<file path="config.mk">
export PLATFORM = sky130hd
export DESIGN_NAME = iseq_receiver_mc
export DESIGN_NICKNAME = d
export VERILOG_FILES = /design/src/rtl/iseq_receiver_mc.sv
export SDC_FILE = /design/constraint.sdc
export NUM_CORES = 1
export LEC_CHECK = 0
export BUFFER_PORTS_ARGS = -buffer_cell sky130_fd_sc_hd__buf_2
export CELL_PAD_IN_SITES_DETAIL_PLACEMENT = 1
export CELL_PAD_IN_SITES_GLOBAL_PLACEMENT = 1
export CORE_AREA = 3 3 84 86
export DETAILED_ROUTE_END_ITERATION = 12
export DIE_AREA = 0 0 87 89
export GPL_TIMING_DRIVEN = 0
export PLACE_DENSITY_LB_ADDON = 0.1
export SLEW_MARGIN = 40
export SYNTH_ARGS = -nofsm -noshare
export SYNTH_HDL_FRONTEND = slang
export SYNTH_SLANG_ARGS = --single-unit
</file>
<file path="constraint.sdc">
create_clock -name clk -period 2.5 [get_ports clk]
set_input_delay 0.25 -clock clk [delete_from_list [all_inputs] [get_ports clk]]
set_output_delay 0.25 -clock clk [all_outputs]
set_load 0.02 [all_outputs]
</file>
<file path="src/rtl/iseq_receiver_mc.sv">
// iseq_receiver_mc: arbitrates whole instruction sequences from NUM_SRC requesters
// (source 0 has fixed priority, the rest round-robin), stripes each sequence across
// NUM_LANES lane FIFOs, pads the tail with NOPs and pulses process_iseq.
// Optional statistics outputs (iseq_count, pad_count) exist when ISEQ_RECV_STATS_EN is defined.
module iseq_receiver_mc #(
    parameter int unsigned           NUM_SRC     = 2,
    parameter int unsigned           NUM_LANES   = 2,
    parameter int unsigned           INSTR_WIDTH = 32,
    parameter logic [3:0]            END_OPCODE  = 4'hF,
    parameter logic [INSTR_WIDTH-1:0] NOP_INSTR  = '0
) (
    input  logic                           clk,
    input  logic                           rst_n,
    input  logic                           dispatcher_ready,
    input  logic [NUM_SRC-1:0]             src_en,
    input  logic [NUM_SRC*INSTR_WIDTH-1:0] src_instr,
    output logic [NUM_SRC-1:0]             src_ack,
    input  logic [NUM_LANES-1:0]           lane_full,
    output logic [NUM_LANES-1:0]           lane_wr_en,
    output logic [INSTR_WIDTH-1:0]         lane_wr_data,
    output logic                           process_iseq,
    output logic                           busy
`ifdef ISEQ_RECV_STATS_EN
    ,
    output logic [31:0]                    iseq_count,
    output logic [31:0]                    pad_count
`endif
);

    localparam int unsigned SRC_W  = (NUM_SRC > 1) ? $clog2(NUM_SRC) : 1;
    localparam int unsigned LANE_W = (NUM_LANES > 1) ? $clog2(NUM_LANES) : 1;
    localparam int unsigned CNT_W  = 16;

    typedef enum logic [2:0] {IDLE, RECV, PAD, FIRE, WAIT_ACK} state_e;

    state_e              state_q, state_d;
    logic [SRC_W-1:0]    grant_q, grant_d;
    logic [SRC_W-1:0]    rr_ptr_q, rr_ptr_d;
    logic [LANE_W-1:0]   lane_ptr_q, lane_ptr_d;
    logic [CNT_W-1:0]    cnt_q, cnt_d;
    logic                process_iseq_q, process_iseq_d;
    logic                busy_q, busy_d;

    logic                req_found;
    logic [SRC_W-1:0]    req_idx;
    logic [SRC_W-1:0]    rr_next;
    int unsigned         cand;
    logic [INSTR_WIDTH-1:0] sel_instr;
    logic                sel_en;
    logic                sel_full;
    logic                is_end;
    logic [LANE_W-1:0]   lane_ptr_inc;
    logic                lane_wr;
    logic                xfer_ack;

    // Pick the next requester: source 0 first, else first app source at/after rr_ptr
    always_comb begin
        req_found = 1'b0;
        req_idx   = '0;
        cand      = 0;
        if (src_en[0]) begin
            req_found = 1'b1;
        end else begin
            for (int unsigned k = 0; k < NUM_SRC - 1; k++) begin
                cand = ((32'(rr_ptr_q) - 1 + k) % (NUM_SRC - 1)) + 1;
                if (!req_found && src_en[SRC_W'(cand)]) begin
                    req_found = 1'b1;
                    req_idx   = SRC_W'(cand);
                end
            end
        end
        if (req_idx == '0) begin
            rr_next = rr_ptr_q;
        end else if (req_idx == SRC_W'(NUM_SRC - 1)) begin
            rr_next = SRC_W'(1);
        end else begin
            rr_next = req_idx + SRC_W'(1);
        end
    end

    // Mux the granted source and the current lane's full flag
    always_comb begin
        sel_instr = '0;
        sel_en    = 1'b0;
        sel_full  = 1'b0;
        for (int unsigned i = 0; i < NUM_SRC; i++) begin
            if (grant_q == SRC_W'(i)) begin
                sel_instr = src_instr[i*INSTR_WIDTH +: INSTR_WIDTH];
                sel_en    = src_en[i];
            end
        end
        for (int unsigned i = 0; i < NUM_LANES; i++) begin
            if (lane_ptr_q == LANE_W'(i)) begin
                sel_full = lane_full[i];
            end
        end
        is_end = (sel_instr[INSTR_WIDTH-1 -: 4] == END_OPCODE);
        if (lane_ptr_q == LANE_W'(NUM_LANES - 1)) begin
            lane_ptr_inc = '0;
        end else begin
            lane_ptr_inc = lane_ptr_q + LANE_W'(1);
        end
    end

    // Next-state logic and combinational handshake outputs
    always_comb begin
        state_d      = state_q;
        grant_d      = grant_q;
        rr_ptr_d     = rr_ptr_q;
        lane_ptr_d   = lane_ptr_q;
        cnt_d        = cnt_q;
        src_ack      = '0;
        lane_wr      = 1'b0;
        lane_wr_data = '0;
        xfer_ack     = 1'b0;
        case (state_q)
            IDLE: begin
                if (dispatcher_ready && req_found) begin
                    grant_d    = req_idx;
                    rr_ptr_d   = rr_next;
                    lane_ptr_d = '0;
                    cnt_d      = '0;
                    state_d    = RECV;
                end
            end
            RECV: begin
                xfer_ack = sel_en && !sel_full;
                for (int unsigned i = 0; i < NUM_SRC; i++) begin
                    if (grant_q == SRC_W'(i)) begin
                        src_ack[i] = xfer_ack;
                    end
                end
                if (xfer_ack) begin
                    if (is_end) begin
                        if (cnt_q == '0) begin
                            state_d = IDLE;
                        end else if (lane_ptr_q != '0) begin
                            state_d = PAD;
                        end else begin
                            state_d = FIRE;
                        end
                    end else begin
                        lane_wr      = 1'b1;
                        lane_wr_data = sel_instr;
                        lane_ptr_d   = lane_ptr_inc;
                        if (cnt_q != '1) begin
                            cnt_d = cnt_q + CNT_W'(1);
                        end
                    end
                end
            end
            PAD: begin
                if (!sel_full) begin
                    lane_wr      = 1'b1;
                    lane_wr_data = NOP_INSTR;
                    lane_ptr_d   = lane_ptr_inc;
                    if (lane_ptr_inc == '0) begin
                        state_d = FIRE;
                    end
                end
            end
            FIRE: begin
                state_d = WAIT_ACK;
            end
            WAIT_ACK: begin
                if (!dispatcher_ready) begin
                    state_d = IDLE;
                end
            end
            default: begin
                state_d = IDLE;
            end
        endcase
        process_iseq_d = (state_d == FIRE);
        busy_d         = (state_d != IDLE);
    end

    // Decode the shared write strobe onto the current lane
    always_comb begin
        lane_wr_en = '0;
        for (int unsigned i = 0; i < NUM_LANES; i++) begin
            lane_wr_en[i] = lane_wr && (lane_ptr_q == LANE_W'(i));
        end
    end

    // State and control registers
    always_ff @(posedge clk or negedge rst_n) begin
        if (!rst_n) begin
            state_q        <= IDLE;
            grant_q        <= '0;
            rr_ptr_q       <= SRC_W'(1);
            lane_ptr_q     <= '0;
            cnt_q          <= '0;
            process_iseq_q <= 1'b0;
            busy_q         <= 1'b0;
        end else begin
            state_q        <= state_d;
            grant_q        <= grant_d;
            rr_ptr_q       <= rr_ptr_d;
            lane_ptr_q     <= lane_ptr_d;
            cnt_q          <= cnt_d;
            process_iseq_q <= process_iseq_d;
            busy_q         <= busy_d;
        end
    end

    assign process_iseq = process_iseq_q;
    assign busy         = busy_q;

`ifdef ISEQ_RECV_STATS_EN
    logic [31:0] iseq_count_q, iseq_count_d;
    logic [31:0] pad_count_q, pad_count_d;

    // Sequence and pad-word counters, free-running with wrap
    always_comb begin
        iseq_count_d = iseq_count_q + 32'(state_q == FIRE);
        pad_count_d  = pad_count_q + 32'((state_q == PAD) && lane_wr);
    end

    // Statistics registers
    always_ff @(posedge clk or negedge rst_n) begin
        if (!rst_n) begin
            iseq_count_q <= '0;
            pad_count_q  <= '0;
        end else begin
            iseq_count_q <= iseq_count_d;
            pad_count_q  <= pad_count_d;
        end
    end

    assign iseq_count = iseq_count_q;
    assign pad_count  = pad_count_q;
`endif

endmodule

</file>
After elaboration in Yosys (flattened, before gate mapping)

Cells that the tools add are included.

Logic and storage cells: 70
Register bits: 23
Output and inout port bits: 38
Input bits: 71

Reductions and logical operators: 13
Multiplexer cells: 36
Bitwise gates (word level): 1
Add/sub/neg operators: 2
Equal/unequal tests: 12

Operators by type and width:

| cell                                                 | number |
|---|---|
| 2-to-1 mux 32 bit                                    | 4 |
| 2-to-1 mux 16 bit                                    | 4 |
| case mux 16 bit (2 select lines)                     | 1 |
| 2-to-1 mux 3 bit                                     | 6 |
| adder 16 x 1 -> 16 bit (second input constant)       | 1 |
| zero test 16 bit                                     | 1 |
| 2-to-1 mux 1 bit                                     | 16 |
| inequality test 16 bit (second input constant)       | 1 |
| case mux 3 bit (5 select lines)                      | 1 |
| inequality test 2 bit (second input constant)        | 5 |
| AND reduction 5 bit                                  | 2 |
| equality test 3 x 2 -> 1 bit (second input constant) | 3 |
| nonzero test 3 bit                                   | 2 |
| equality test 4 bit (second input constant)          | 1 |
| logical AND 1 bit                                    | 4 |
| 2-to-1 mux 2 bit                                     | 2 |
| equality test 3 x 1 -> 1 bit (second input constant) | 1 |
| equality test 3 bit (second input constant)          | 1 |
| zero test 3 bit                                      | 1 |
| case mux 1 bit (3 select lines)                      | 1 |
| case mux 1 bit (2 select lines)                      | 1 |
| AND reduction 2 bit                                  | 1 |
| nonzero test 2 bit                                   | 1 |
| adder 1 bit (second input constant)                  | 1 |
| 2 further kinds                                      | 2 |

Longest topological paths before layout

Depth in word-level cells: 6
Depth in mapped cells: 8
Mapped depth without buffers: 7

Worst setup path before layout

OpenSTA, ideal clock, no wires.

Path kind: flip-flop to output port
From: register state_q[1]
To: output lane_wr_data[10]
Slack: 225 ps
Arrival: 2,025 ps
Path buffers: 3
Cell stages (with the launch flop): 8
Data required time: 2,250 ps
Path through: dfrtp_1 or3b_4 nor3b_4 nand3_2 buf_6 clkbuf_1 buf_1 nor2_1

Cells in the longest elaborated chain, start to end: 2

RTL lines:

| element                      | line | source |
|---|---|---|
| from (decl)                  | 36   | `state_e state_q, state_d;` |
| from (signal assigned)       | 197  | `state_q <= state_d;` |
| equality test 3 x 1 -> 1 bit | 116  | `case (state_q)` |
| 2-to-1 mux 32 bit            | --   |  |
| to (decl)                    | 20   | `output logic [INSTR_WIDTH-1:0] lane_wr_data,` |

Every way passes these cells.

Final worst setup path

From: register state_q[2]
To: output lane_wr_data[12]

The elaborated chain is that of the path after synthesis.

==> impl_metrics.tcl <==
set metrics [dict create \
    status "finished clean" \
    period_share 0.9697 \
    min_period_ns 2.424 \
    worstPathCellList "or3b_4 -> nor3b_4 -> nand3_4 -> buf_12 -> clkbuf_4 -> nor2_1 -> buf_2" \
    cp-endpoint "lane_wr_data[12]" \
    grt.met2_usage 0.3382 \
    ys_ff_latch 23 \
    cts_tree "yes" \
    yosys-top-cells-area "dfrtp_1, mux2i_1, nor2_1, a21oi_1, or4_1" \
    ff2ff_setup_slack_ns 0.29 \
    tightestPinTransition_ns 0.7670 \
    worstSetupPathDepth 7 \
    async_flop_share 1.000 \
    drcViolationCount 0 \
    wl_per_cell_um 16.24 \
    synth_edf_count 0 \
    syn_inst 227 \
    hold_violations 0 \
    r2r_cells 6 \
    path_buf_inv 3 \
    ir_worst_vdd_uv 367.5 \
    cts_max_level 1 \
    nets 417 \
    port_buffers 108 \
    netlist.area_leader.share 0.3069 \
    antenna_found_initial 0 \
    clk_pin_slew_ns 0.09 \
    crit_required_ns 2.25 \
    syn-num-nets 300 \
    ys_types 38 \
    cp_slowest_stage_delay_ns 0.43 \
    grt_use_met1 0.2063 \
    io-pin-count 109 \
    syn_to_final_growth_pct 43.63 \
    routed_wl_um 6821 \
    end_kind "output pin" \
    die_w_um 87 \
    groute.usage.overall 0.1785 \
    drt-initial-drc-count 29 \
    use_met3 0.04516 \
    maxCapViolCount 0 \
    yosysSeqAreaShare 0.3069 \
    root_buffer "clkbuf_8" \
    slew_headroom 0.4887 \
    core_um2 6350 \
    grt_pass1_vias 2290 \
    postSynthAreaPerCell_um2 8.262 \
    hp-start "src_en[0]" \
    vias 2154 \
    crit_start "state_q[2]" \
    critPathLaunchType "flop" \
    hold_path_class "primary input to flop" \
    fmax_mhz 412.5 \
    synth_warnings 0 \
    numCtsBuffers 3 \
    grt_max_degree 24 \
    place_ws_ns -0.3441 \
    fin_setup_tns_ns 0 \
    antennaDiodeCount 0 \
    cp.arrival_ns 2.17 \
    ant_nets 0 \
    grt_first_pass_wirelength_um 11020 \
    ctsLongestPathBuffers 2 \
    final_layout_size_suffix_gt1_frac 0.3848 \
    slew_violations 0 \
    globalplace.congestion 0.8093 \
    overflow 0 \
    regToRegEndpoint "cnt_q[9]" \
    worst_slack_ns 0.07577 \
    path_class "flop to output pin" \
    powerDensity_nw_per_um2 809.8 \
    die_h_um 89 \
    clock_skew_ns 0.006057 \
    dieArea_um2 7743 \
    setup_viol 0 \
    dominantRegCellSynth "dfrtp_1" \
    cp_top_family "simple AND/OR/NAND/NOR gates" \
    yosys.area.top_type "dfrtp_1" \
    drtPass1Iterations 4 \
    clock-sinks 23 \
    place_hpwl_um 5528 \
    reg2reg_from "state_q[2]" \
    start_util 0.2954 \
    cp_max_fo 19 \
    rsz0062_at_grt "true" \
    grt.busiest_layer "met2" \
    crit_path_top_delay_cell "dfrtp_1" \
    viasPerCell 5.129 \
    power_leakage_nw 1.400 \
    clk_latency_ns 0.27 \
    rows 29 \
    syn_area_um2 1876 \
]
[Yosys cell counts, types with 2 or more instances]
cell and count:
a21oi_1 15, and2_1 2, and3_1 5, and4_1 5, buf_1 3, clkbuf_1 7
dfrtp_1 23, ha_1 2, inv_1 6, mux2i_1 39, nand2_1 13, nand2b_1 5
nand3_1 9, nand4_1 5, nor2_1 41, nor2b_1 2, nor3_1 4, nor4_1 3
nor4b_1 3, o21ai_0 4, o31ai_1 6, or3_1 3, or4_1 7
[flip-flops by register name, indices dropped and copies added, names as in the netlist]
signal / cells
grant_q: 1
lane_ptr_q: 1
state_q: 3
process_iseq: 1
busy: 1
cnt_q: 16
[power breakdown]
group / total [W] / internal (W) / switching [W]
registers: 0.000504 / 0.000439 / 0.0000652
logic: 0.00143 / 0.000601 / 0.000829
clock network: 0.000248 / 0.000112 / 0.000136
[final cells by class]
cell class / count / area, um^2
Sequential cell: 23 / 575.6
Buffer: 10 / 68.82
Timing Repair Buffer: 114 / 630.6
Multi-Input combinational cell: 186 / 1254
Clock buffer: 3 / 41.29
Clock inverter: 1 / 5.005
Tap cell: 77 / 96.34
Fill cell: 807 / 3656
Inverter: 6 / 22.52
[placed cells by master (no fill, tap or decap), drive strengths merged, types with 5 or more instances in the layout]
cell type | Yosys | routed
a21oi | 15 | 15
and3 | 5 | 5
and4 | 5 | 5
buf | 5 | 116
clkbuf | 7 | 10
dfrtp | 23 | 23
inv | 6 | 6
mux2i | 39 | 39
nand2 | 13 | 13
nand2b | 5 | 5
nand3 | 10 | 10
nand4 | 5 | 5
nor2 | 41 | 41
o21ai | 5 | 5
o31ai | 6 | 6
or4 | 7 | 7
[cell families (layout without fill, tap and decap cells)]
group	after synthesis	in the layout	synth area share
buffers and inverters	18	134	0.04069
muxes	39	39	0.2081
DFF	23	23	0.3069
adders and majority gates	2	2	0.01334
AOI/OAI and AO/OA	33	33	0.1101
and+or+nand+nor	112	112	0.3209
[worst min path at each step]
stage,to,slack [ns],cells past startpoint
finish,grant_q,0.19,2
global route,grant_q,0.21,2
CTS,grant_q,0.18,2
detailed placement,cnt_q[10],0.28,1
global placement,cnt_q[10],0.27,1
floorplan,busy,-0.05,0
[routing by layer]
layer,vias up,part of all wire
li1,1066,-
met1,1010,0.41
met2,72,0.52
met3,6,0.067
met4,0,0.0084
met5,-,0
[per-stage QoR]
stage               hold WS, ns  power [W]  area [um^2]    util  instances
floorplan              -0.04559   0.001432         1876       -        227
global placement         0.2741   0.001835         2512  0.3957        412
detailed placement       0.2758   0.001853         2512  0.3957        412
CTS                      0.1786   0.002146         2608  0.4106        419
global route             0.2091   0.002361         2694  0.4242        420
finish                   0.1897   0.002181         2694  0.4242        420
[timing repair]
| action | CTS | global route |
|---|---|---|
| hold buffers | 1 | 0 |
| pin swaps | 1 | 3 |
| setup endpoints to repair | 32 | 36 |
| resized for setup | 7 | 26 |
| hold endpoints to repair | 23 | 0 |
| setup buffers | 3 | 2 |
(Power assumes the default switching activity.)
